===== src/rtl/usrt_apb_front.sv =====
// usrt_apb_front: APB slave front-end of the USRT bridge.
// Holds the register file, a TX FIFO that feeds the serializer
// and an RX FIFO that the host drains over APB.
// Ports:
//   pClk, pReset          clock, synchronous active-low reset
//   pSelect .. pWData     APB request
//   pRData/pReady/pSlvErr APB response, valid while pReady=1
//   tx_data/valid/ready   byte handshake towards the serializer
//   rx_data/valid         byte strobe from the deserializer
//   usrt_en, irq          CTRL.EN and the level interrupt
module usrt_apb_front #(
    parameter int FIFO_DEPTH = 4,
    parameter int ADDR_W     = 8
) (
    input  logic              pClk,
    input  logic              pReset,
    input  logic              pSelect,
    input  logic              pEnable,
    input  logic              pWrite,
    input  logic [ADDR_W-1:0] pAddress,
    input  logic [7:0]        pWData,
    output logic [7:0]        pRData,
    output logic              pReady,
    output logic              pSlvErr,
    output logic [7:0]        tx_data,
    output logic              tx_valid,
    input  logic              tx_ready,
    input  logic [7:0]        rx_data,
    input  logic              rx_valid,
    output logic              usrt_en,
    output logic              irq
);

    localparam int AW = $clog2(FIFO_DEPTH);
    localparam logic [AW:0] CNT_FULL = (AW+1)'(FIFO_DEPTH);

    typedef enum logic [1:0] {S_IDLE, S_WAIT, S_DONE} state_t;

    state_t state_q, state_d;

    logic [7:0]    txm_q [FIFO_DEPTH];
    logic [7:0]    rxm_q [FIFO_DEPTH];
    logic [AW-1:0] tx_wp_q, tx_rp_q, rx_wp_q, rx_rp_q;
    logic [AW:0]   tx_cnt_q, rx_cnt_q;
    logic          en_q, rxie_q, ovr_q, irq_q;
    logic [7:0]    rdata_q, rdata_d;
    logic          err_q, err_d;

    logic commit, dec_ok, sel_data, sel_stat, sel_ctrl;
    logic tx_full, tx_empty, rx_full, rx_empty;
    logic tx_push, tx_pop, rx_push, rx_pop;
    logic tx_flush, rx_flush, ovr_set, ovr_clr, ctrl_wr;

    // Side effects happen only on the WAIT->DONE edge.
    assign commit   = (state_q == S_WAIT) && pSelect;
    assign dec_ok   = (pAddress[ADDR_W-1:4] == '0);
    assign sel_data = dec_ok && (pAddress[3:0] == 4'h0);
    assign sel_stat = dec_ok && (pAddress[3:0] == 4'h4);
    assign sel_ctrl = dec_ok && (pAddress[3:0] == 4'h8);

    assign tx_full  = (tx_cnt_q == CNT_FULL);
    assign tx_empty = (tx_cnt_q == '0);
    assign rx_full  = (rx_cnt_q == CNT_FULL);
    assign rx_empty = (rx_cnt_q == '0);

    assign ctrl_wr  = commit && pWrite && sel_ctrl;
    assign tx_flush = ctrl_wr && pWData[1];
    assign rx_flush = ctrl_wr && pWData[2];
    assign ovr_clr  = ctrl_wr && pWData[4];

    assign tx_valid = en_q && !tx_empty;
    assign tx_data  = txm_q[tx_rp_q];
    assign tx_push  = commit && pWrite && sel_data && !tx_full;
    assign tx_pop   = tx_valid && tx_ready;

    // A full RX FIFO still accepts a byte if the host pops the same edge.
    assign rx_pop   = commit && !pWrite && sel_data && !rx_empty;
    assign rx_push  = rx_valid && (!rx_full || rx_pop);
    assign ovr_set  = rx_valid && rx_full && !rx_pop;

    assign pReady  = (state_q == S_DONE);
    assign pRData  = rdata_q;
    assign pSlvErr = err_q;
    assign usrt_en = en_q;
    assign irq     = irq_q;

    always_comb begin
        state_d = state_q;
        unique case (state_q)
            S_IDLE:  if (pSelect && pEnable) state_d = S_WAIT;
            S_WAIT:  state_d = pSelect ? S_DONE : S_IDLE;
            S_DONE:  state_d = S_IDLE;
            default: state_d = S_IDLE;
        endcase
    end

    always_comb begin
        rdata_d = 8'h00;
        err_d   = 1'b0;
        if (commit) begin
            if (sel_data) begin
                if (pWrite) begin
                    err_d = tx_full;
                end else if (rx_empty) begin
                    err_d = 1'b1;
                end else begin
                    rdata_d = rxm_q[rx_rp_q];
                end
            end else if (sel_stat) begin
                if (pWrite) err_d = 1'b1;
                else rdata_d = {3'b000, ovr_q, rx_empty,
                                rx_full, tx_empty, tx_full};
            end else if (sel_ctrl) begin
                if (!pWrite) rdata_d = {4'h0, rxie_q, 2'b00, en_q};
            end else begin
                err_d = 1'b1;
            end
        end
    end

    always_ff @(posedge pClk) begin
        if (!pReset) begin
            state_q  <= S_IDLE;
            tx_wp_q  <= '0;
            tx_rp_q  <= '0;
            tx_cnt_q <= '0;
            rx_wp_q  <= '0;
            rx_rp_q  <= '0;
            rx_cnt_q <= '0;
            en_q     <= 1'b0;
            rxie_q   <= 1'b0;
            ovr_q    <= 1'b0;
            irq_q    <= 1'b0;
            rdata_q  <= 8'h00;
            err_q    <= 1'b0;
        end else begin
            state_q <= state_d;
            rdata_q <= rdata_d;
            err_q   <= err_d;
            irq_q   <= (rxie_q && !rx_empty) || ovr_q;
            if (ctrl_wr) begin
                en_q   <= pWData[0];
                rxie_q <= pWData[3];
            end
            if (ovr_set) ovr_q <= 1'b1;
            else if (ovr_clr) ovr_q <= 1'b0;
            if (tx_flush) begin
                tx_wp_q  <= '0;
                tx_rp_q  <= '0;
                tx_cnt_q <= '0;
            end else begin
                if (tx_push) tx_wp_q <= tx_wp_q + 1'b1;
                if (tx_pop) tx_rp_q <= tx_rp_q + 1'b1;
                if (tx_push && !tx_pop) tx_cnt_q <= tx_cnt_q + 1'b1;
                if (!tx_push && tx_pop) tx_cnt_q <= tx_cnt_q - 1'b1;
            end
            if (rx_flush) begin
                rx_wp_q  <= '0;
                rx_rp_q  <= '0;
                rx_cnt_q <= '0;
            end else begin
                if (rx_push) rx_wp_q <= rx_wp_q + 1'b1;
                if (rx_pop) rx_rp_q <= rx_rp_q + 1'b1;
                if (rx_push && !rx_pop) rx_cnt_q <= rx_cnt_q + 1'b1;
                if (!rx_push && rx_pop) rx_cnt_q <= rx_cnt_q - 1'b1;
            end
        end
    end

    // Storage needs no reset; pointers and counts define validity.
    always_ff @(posedge pClk) begin
        if (tx_push && !tx_flush) txm_q[tx_wp_q] <= pWData;
        if (rx_push && !rx_flush) rxm_q[rx_wp_q] <= rx_data;
    end

endmodule


===== config.mk =====
export PLATFORM = sky130hd
export DESIGN_NAME = usrt_apb_front
export DESIGN_NICKNAME = d
export VERILOG_FILES = /design/src/rtl/usrt_apb_front.sv
export SDC_FILE = /design/constraint.sdc
export NUM_CORES = 1
export LEC_CHECK = 0
export ABC_AREA = 1
export BUFFER_PORTS_ARGS = -buffer_cell sky130_fd_sc_hd__buf_2
export CORE_UTILIZATION = 25
export DETAILED_ROUTE_END_ITERATION = 8
export PLACE_DENSITY = 0.43
export SYNTH_ARGS = -nofsm -noshare
export SYNTH_HDL_FRONTEND = slang
export SYNTH_SLANG_ARGS = --single-unit

===== constraint.sdc =====
create_clock -name pClk -period 3.7 [get_ports pClk]
set_clock_uncertainty 0.2 [all_clocks]
set_input_delay 0.185 -clock pClk [delete_from_list [all_inputs] [get_ports pClk]]
set_output_delay 0.185 -clock pClk [all_outputs]
set_load 0.01 [all_outputs]

==> results of run 1 <==
-- critical path, cell delays in order, from the launching register on --
cell     delay, ps
dfxtp_1        350
nor3b_1        300
nor2_1         120
nand3_2        160
ha_1           170
inv_1           70
fa_1           380
a21oi_1        160
o21ai_0        120
xor2_1         140
nor2_1          60
-- cells by family after synthesis --
family          after synthesis  share of synthesized area [%]
fa+ha+maj                    11                           3.71
xor+xnor                      4                          0.850
simple gates                131                           16.8
buf+inv                      56                           5.16
flops                        97                           62.7
compound gates               79                           10.8
-- synthesized netlist by cell type, types with 2 or more instances --
library cell,number,area [um2]
a21oi_1,24,120
buf_2,2,10.0
clkbuf_1,4,15.0
dfxtp_1,33,661
edfxtp_1,64,1920
fa_1,2,40.0
ha_1,9,113
inv_1,46,173
inv_2,4,15.0
nand2_1,24,90.1
nand2_2,5,31.3
nand2_4,4,45.0
nand3_1,17,85.1
nand3_2,3,30.0
nand3_4,2,35.0
nand4_1,2,12.5
nor2_1,60,225
nor2_2,2,12.5
nor2_4,4,45.0
nor2_8,2,40.0
nor3_1,3,15.0
o21ai_0,36,180
o21ai_1,4,20.0
o21ai_4,2,32.5
o22ai_1,9,56.3
xor2_1,4,35.0
-- cell type report --
type / instances / share of cell area (%)
clock buffers: 10 / 4.48
clock inverters: 6 / 1.13
inverters: 50 / 3.67
multi-input cells: 225 / 25.9
flip-flops and latches: 97 / 50.5
well taps: 216 / 5.29
repair buffers: 72 / 9.05
-- metal layers --
| metal | up-vias | track usage (%) |
|---|---|---|
| li1 | 1435 | - |
| met1 | 1294 | 13.9 |
| met2 | 44 | 19.5 |
| met3 | 11 | 3.65 |
| met4 | 0 | 3.65 |
| met5 | - | 0 |
-- worst paths after layout --
check | cells past startpoint | end
worst min-delay path | 4 | tx_rp_q[0]
worst max-delay path | 10 | tx_cnt_q[2]
worst max register to register | 10 | tx_cnt_q[2]
worst min register to register | 1 | state_q[0]
-- power groups by stage --
| stage | Combinational [mW] | Sequential [mW] | Clock [mW] |
|---|---|---|---|
| 3_5_place_dp | 0.0948 | 1.21 | 0 |
| 5_1_grt | 0.125 | 1.18 | 0.990 |
| 4_1_cts | 0.112 | 1.18 | 0.941 |
| 2_1_floorplan | 0.0503 | 1.20 | 0 |
| 3_3_place_gp | 0.0931 | 1.20 | 0 |
| 6_report | 0.110 | 1.18 | 0.907 |
-- flip-flops by register name, summed over array words and instances, names as in the netlist, named ones only --
signal	count
irq	1
ovr_q	1
pRData	8
pSlvErr	1
rx_cnt_q	3
rx_rp_q	2
rx_wp_q	2
rxie_q	1
rxm_q	32
state_q	2
tx_cnt_q	3
tx_rp_q	2
tx_wp_q	2
txm_q	32
usrt_en	1
-- what timing repair did --
action,CTS,global route
setup buffers,0,0
hold buffers,20,0
endpoints found under the hold margin,70,0
==> results.md, run 1 <==
- Initial DRC count: 87
- Synth Register Bits: 97
- Antenna violations before repair: 0
- Mapped Area: 4120 um2
- # setup viols final: 0
- R2R Setup Slk: 1350 ps
- Worst-margin pin slew: 864 ps
- Highest routed layer: met4
- WL met2: 4290 um
- Status: finished clean
- Worst skew pair latency: 340 ps
- Die area: 17000 um2
- Gr usage total: 11.5%
- Clk buf depth: 2
- RSZ-0062 raised after global routing: false
- Fin util: 32.0%
- First-pass GRT wire length: 14300 um
- Area of the multi-input gates: 1320 um2
- Syn-to-layout area delta: 24.1%
- Area after DPL: 4630 um2
- F_max: 425 MHz
- Maximum number of pins on one net before global-route repair: 21
- TritonCTS clock tree: built
- Grt total ovfl: 0
- Switching part of the total power: 20.9%
- RR Startpoint: tx_cnt_q[0]
- Register area share after synthesis: 62.7%
- Place WS: 1320 ps
- Met3 wire length: 369 um
- Met1 Wirelength: 4190 um
- Crit path required time: 3730 ps
- Dpl hpwl: 6310 um
- Root buffer cell: clkbuf_16
- Iteration count of the initial detailed-routing pass: 4
- Die X: 130 um
- Cell variety after synth: 33
- Clock Sinks: 97
- Final Cycle Share: 63.6%
- Initial Util: 25.7%
- Final RePlAce weighted congestion: 0.729
- Post-route ant nets: 0
- Crit path max fanout: 8
- Lkg Pwr: 2.01 nW
- CORE AREA: 16000 um2
- Synth Net Count: 420
- Reg clk slew, reported paths: 60 ps
- Non-filler cells, final: 676
- CP Launch Type: register
- CTS H-Tree Depth: 3
- Power Total: 2.20 mW
- IO Port Bufs: 51
- DRC: 0
- Worst vdd ir: 0.000254 V
- Number of global-route vias before repair: 2715
- Main synth FF type: edfxtp_1
- Total CTS buffers: 9
- Synthesized area per cell: 10.9 um2
- Setup TNS: 0 ps
- Die height: 130 um
- Hold Vio Cnt, Final: 0
- Diode count: 0
- Most common cell after layout, fill and taps aside: edfxtp_1
- DR vias/cell: 4.12
- # fillers: 1740
- Final #Nets: 497
- Ports: 52
- Yosys warning count: 0
- Max-slew violations: 0
- Int Pwr: 1.74 mW
- Post-CTS resize count: 0
- Minimum clock period: 2350 ps
- Crit. End Element: register
- Area occupied by registers: 2580 um2
- Asr flop ratio synth: 0%
- Number of synthesized flops with an enable pin: 64
- Hold Path Class: in2reg
- Hold_ws: 18.7 ps
- Worst path setup slack after routing: 1350 ps
- Combinational Power Share: 5.0%
- Layout cells sized above 1: 21.1%
- DR vias: 2784
- Cell count after synthesis: 378
- CP startpoint: tx_cnt_q[0]
- Max Cap Viol: 0
- Register share of total power: 53.7%
- Final instance area: 5110 um2
- Total wire length: 8970 um
- Max_slew headroom: 42.2%
- Hold_sp: tx_ready
- Wire per inst: 13.3 um
- Cells after DPL: 640
- Sw Pwr: 459 uW
- Most frequent cells in the layout: edfxtp_1 (64), nor2_1 (60), buf_2 (51)
- Critical path type: reg2reg
- Rows: 46
- PwrDens: 430 nW/um2
- Clock network power share: 41.3%
- Worst EP arrival: 2380 ps
(Power assumes the default switching activity.)
==> inputs of run 2 (changes only) <==
Clock period 3.7 ns to 2.4 ns, I/O delays scaled along.
==> run 2 against run 1 <==
  * First-iteration DRC count increased by 29%
  * Non-clock buffer count increased by 12
  * Combinational power rose by 62%
  * Clock power rose by 57%
  * Critical path type unchanged
  * Largest power group unchanged
  * Highest routed layer unchanged
==> results.md, run 2 (same netlist as run 1, synthesis figures left out) <==
- Minimum clock period: 2220 ps (-137 ps)
- Hold Path Class: in2reg
- Worst skew pair latency: 350 ps (about the same)
- Crit. End Element: register
- Total CTS buffers: 9 (unchanged)
- Antenna violations before repair: 0 (unchanged)
- Dpl hpwl: 6530 um (+3.5%)
- First-pass GRT wire length: 14700 um (+3.2%)
- IO Port Bufs: 51 (unchanged)
- Cells after DPL: 650 (+1.6%)
- Worst EP arrival: 2250 ps (-130 ps)
- DR vias/cell: 4.14 (+0.41%)
- Die X: 130 um (unchanged)
- RSZ-0062 raised after global routing: false
- PwrDens: 656 nW/um2 (+53%)
- Wire per inst: 13.3 um (+0.38%)
- Post-CTS setup buffer count: 0 (unchanged)
- R2r worst-path depth: 10 (unchanged)
- Clk buf depth: 2 (unchanged)
- Hold-critical path depth: 6 (+2)
- Initial Util: 25.7% (unchanged)
- Lkg Pwr: 2.07 nW (+3.1%)
- CORE AREA: 16000 um2 (unchanged)
- Most frequent cells in the layout: edfxtp_1 (64), nor2_1 (60), buf_2 (51)
- Non-filler cells, final: 688 (+1.8%)
- Final #Nets: 509 (+2.4%)
- Die height: 130 um (unchanged)
- Initial DRC count: 112 (+29%)
- Root buffer cell: clkbuf_16
- Maximum number of pins on one net before global-route repair: 20 (-4.8%)
- Number of global-route vias before repair: 2878 (+6.0%)
- DRC: 0 (unchanged)
- Max-slew violations: 0 (unchanged)
- Crit path required time: 2440 ps (-1290 ps)
- Clock Sinks: 97 (unchanged)
- Syn-to-layout area delta: 26.7%
- Final Cycle Share: 92.4% (+29 points)
- Worst vdd ir: 0.000402 V (+58%)
- Post-route ant nets: 0 (unchanged)
- Status: finished clean
- Grt total ovfl: 0 (unchanged)
- Hold Vio Cnt, Final: 0 (unchanged)
- Final RePlAce weighted congestion: 0.718 (-1.5%)
- Max_slew headroom: 69.2% (+27 points)
- CP Launch Type: register
- Worst-margin pin slew: 462 ps (-402 ps)
- Ports: 52 (unchanged)
- Reg clk slew, reported paths: 70 ps (about the same)
- Iteration count of the initial detailed-routing pass: 4 (unchanged)
- Diode count: 0 (unchanged)
- Gr usage total: 11.7% (+0.19 points)
- Most common cell after layout, fill and taps aside: edfxtp_1
- DR vias: 2845 (+2.2%)
- CTS H-Tree Depth: 3 (unchanged)
- Layout cells sized above 1: 23.1% (+2.0 points)
- Total wire length: 9160 um (+2.2%)
- Rows: 46 (unchanged)
- Die area: 17000 um2 (unchanged)
- Setup TNS: 0 ps (unchanged)
- Crit path max fanout: 3 (-5)
- TritonCTS clock tree: built
- Max Cap Viol: 0 (unchanged)
- # setup viols final: 0 (unchanged)
- F_max: 451 MHz (+6.2%)
- Critical path type: reg2reg
==> run 2: cell count changes in the layout (fill, tap and decap cells not counted), sizes merged <==
cell	before	now
dlygate4sd3	20	22
clkinvlp	0	1
buf	52	62
clkbuf	10	9
==> run 2: worst paths after layout <==
check,startpoint,slack [ps],to
worst max register to register,tx_cnt_q[2],180,tx_cnt_q[2]
worst min-delay path,pAddress[6],50,rxie_q
worst min register to register,state_q[1],220,state_q[0]
worst max-delay path,tx_cnt_q[2],180,tx_cnt_q[2]
==> run 2: through the flow <==
stage	area, um2	utilization (%)	hold slack (ps)	total power, mW	setup WS (ps)
floorplan	4120	-	18.9	1.93	282
global placement	4700	29.4	139	2.01	263
detailed placement	4700	29.4	145	2.01	227
CTS	5220	32.6	39.4	3.48	198
global route	5220	32.6	77.1	3.57	45.4
finish	5220	32.6	47.0	3.42	183
==> run 2: report_power, final <==
part	internal [mW]	leakage, nW	switching [mW]
combinational	0.0753	1.08	0.103
clock	0.807	0.146	0.616
sequential	1.81	0.848	0.0102
total	2.69	2.07	0.729
==> run 2: timing repair <==
item                                    in CTS  in global routing
endpoints found under the hold margin       82                  0
hold buffers                                22                  0
resized for setup                            0                  0
endpoints found under the setup margin       0                  0
==> run 2: layer usage <==
| layer | GRT usage (%) | part of all wire [%] | vias to the layer above |
|---|---|---|---|
| met5 | 0 | 0 | - |
| met4 | 4.26 | 1.3 | 0 |
| met3 | 3.24 | 3.9 | 10 |
| met2 | 20.0 | 48 | 49 |
| met1 | 14.1 | 47 | 1327 |
| li1 | - | - | 1459 |
==> run 2: cell type report <==
| class | instances | area [um2] |
|---|---|---|
| clock inverters | 7 | 70.1 |
| fillers | 1661 | 10800 |
| flip-flops and latches | 97 | 2580 |
| inverters | 50 | 188 |
| multi-input cells | 225 | 1320 |
| repair buffers | 84 | 558 |
| clock buffers | 9 | 225 |
| well taps | 216 | 270 |
==> run 2: critical path: stages, from the launching register on <==
cell and delay [ps]:
dfxtp_1 370, nor3b_1 270, nor2_1 120, nand3_2 80, ha_1 140, inv_1 60
fa_1 370, a21oi_1 140, o21ai_0 120, xor2_1 160, nor2_1 60
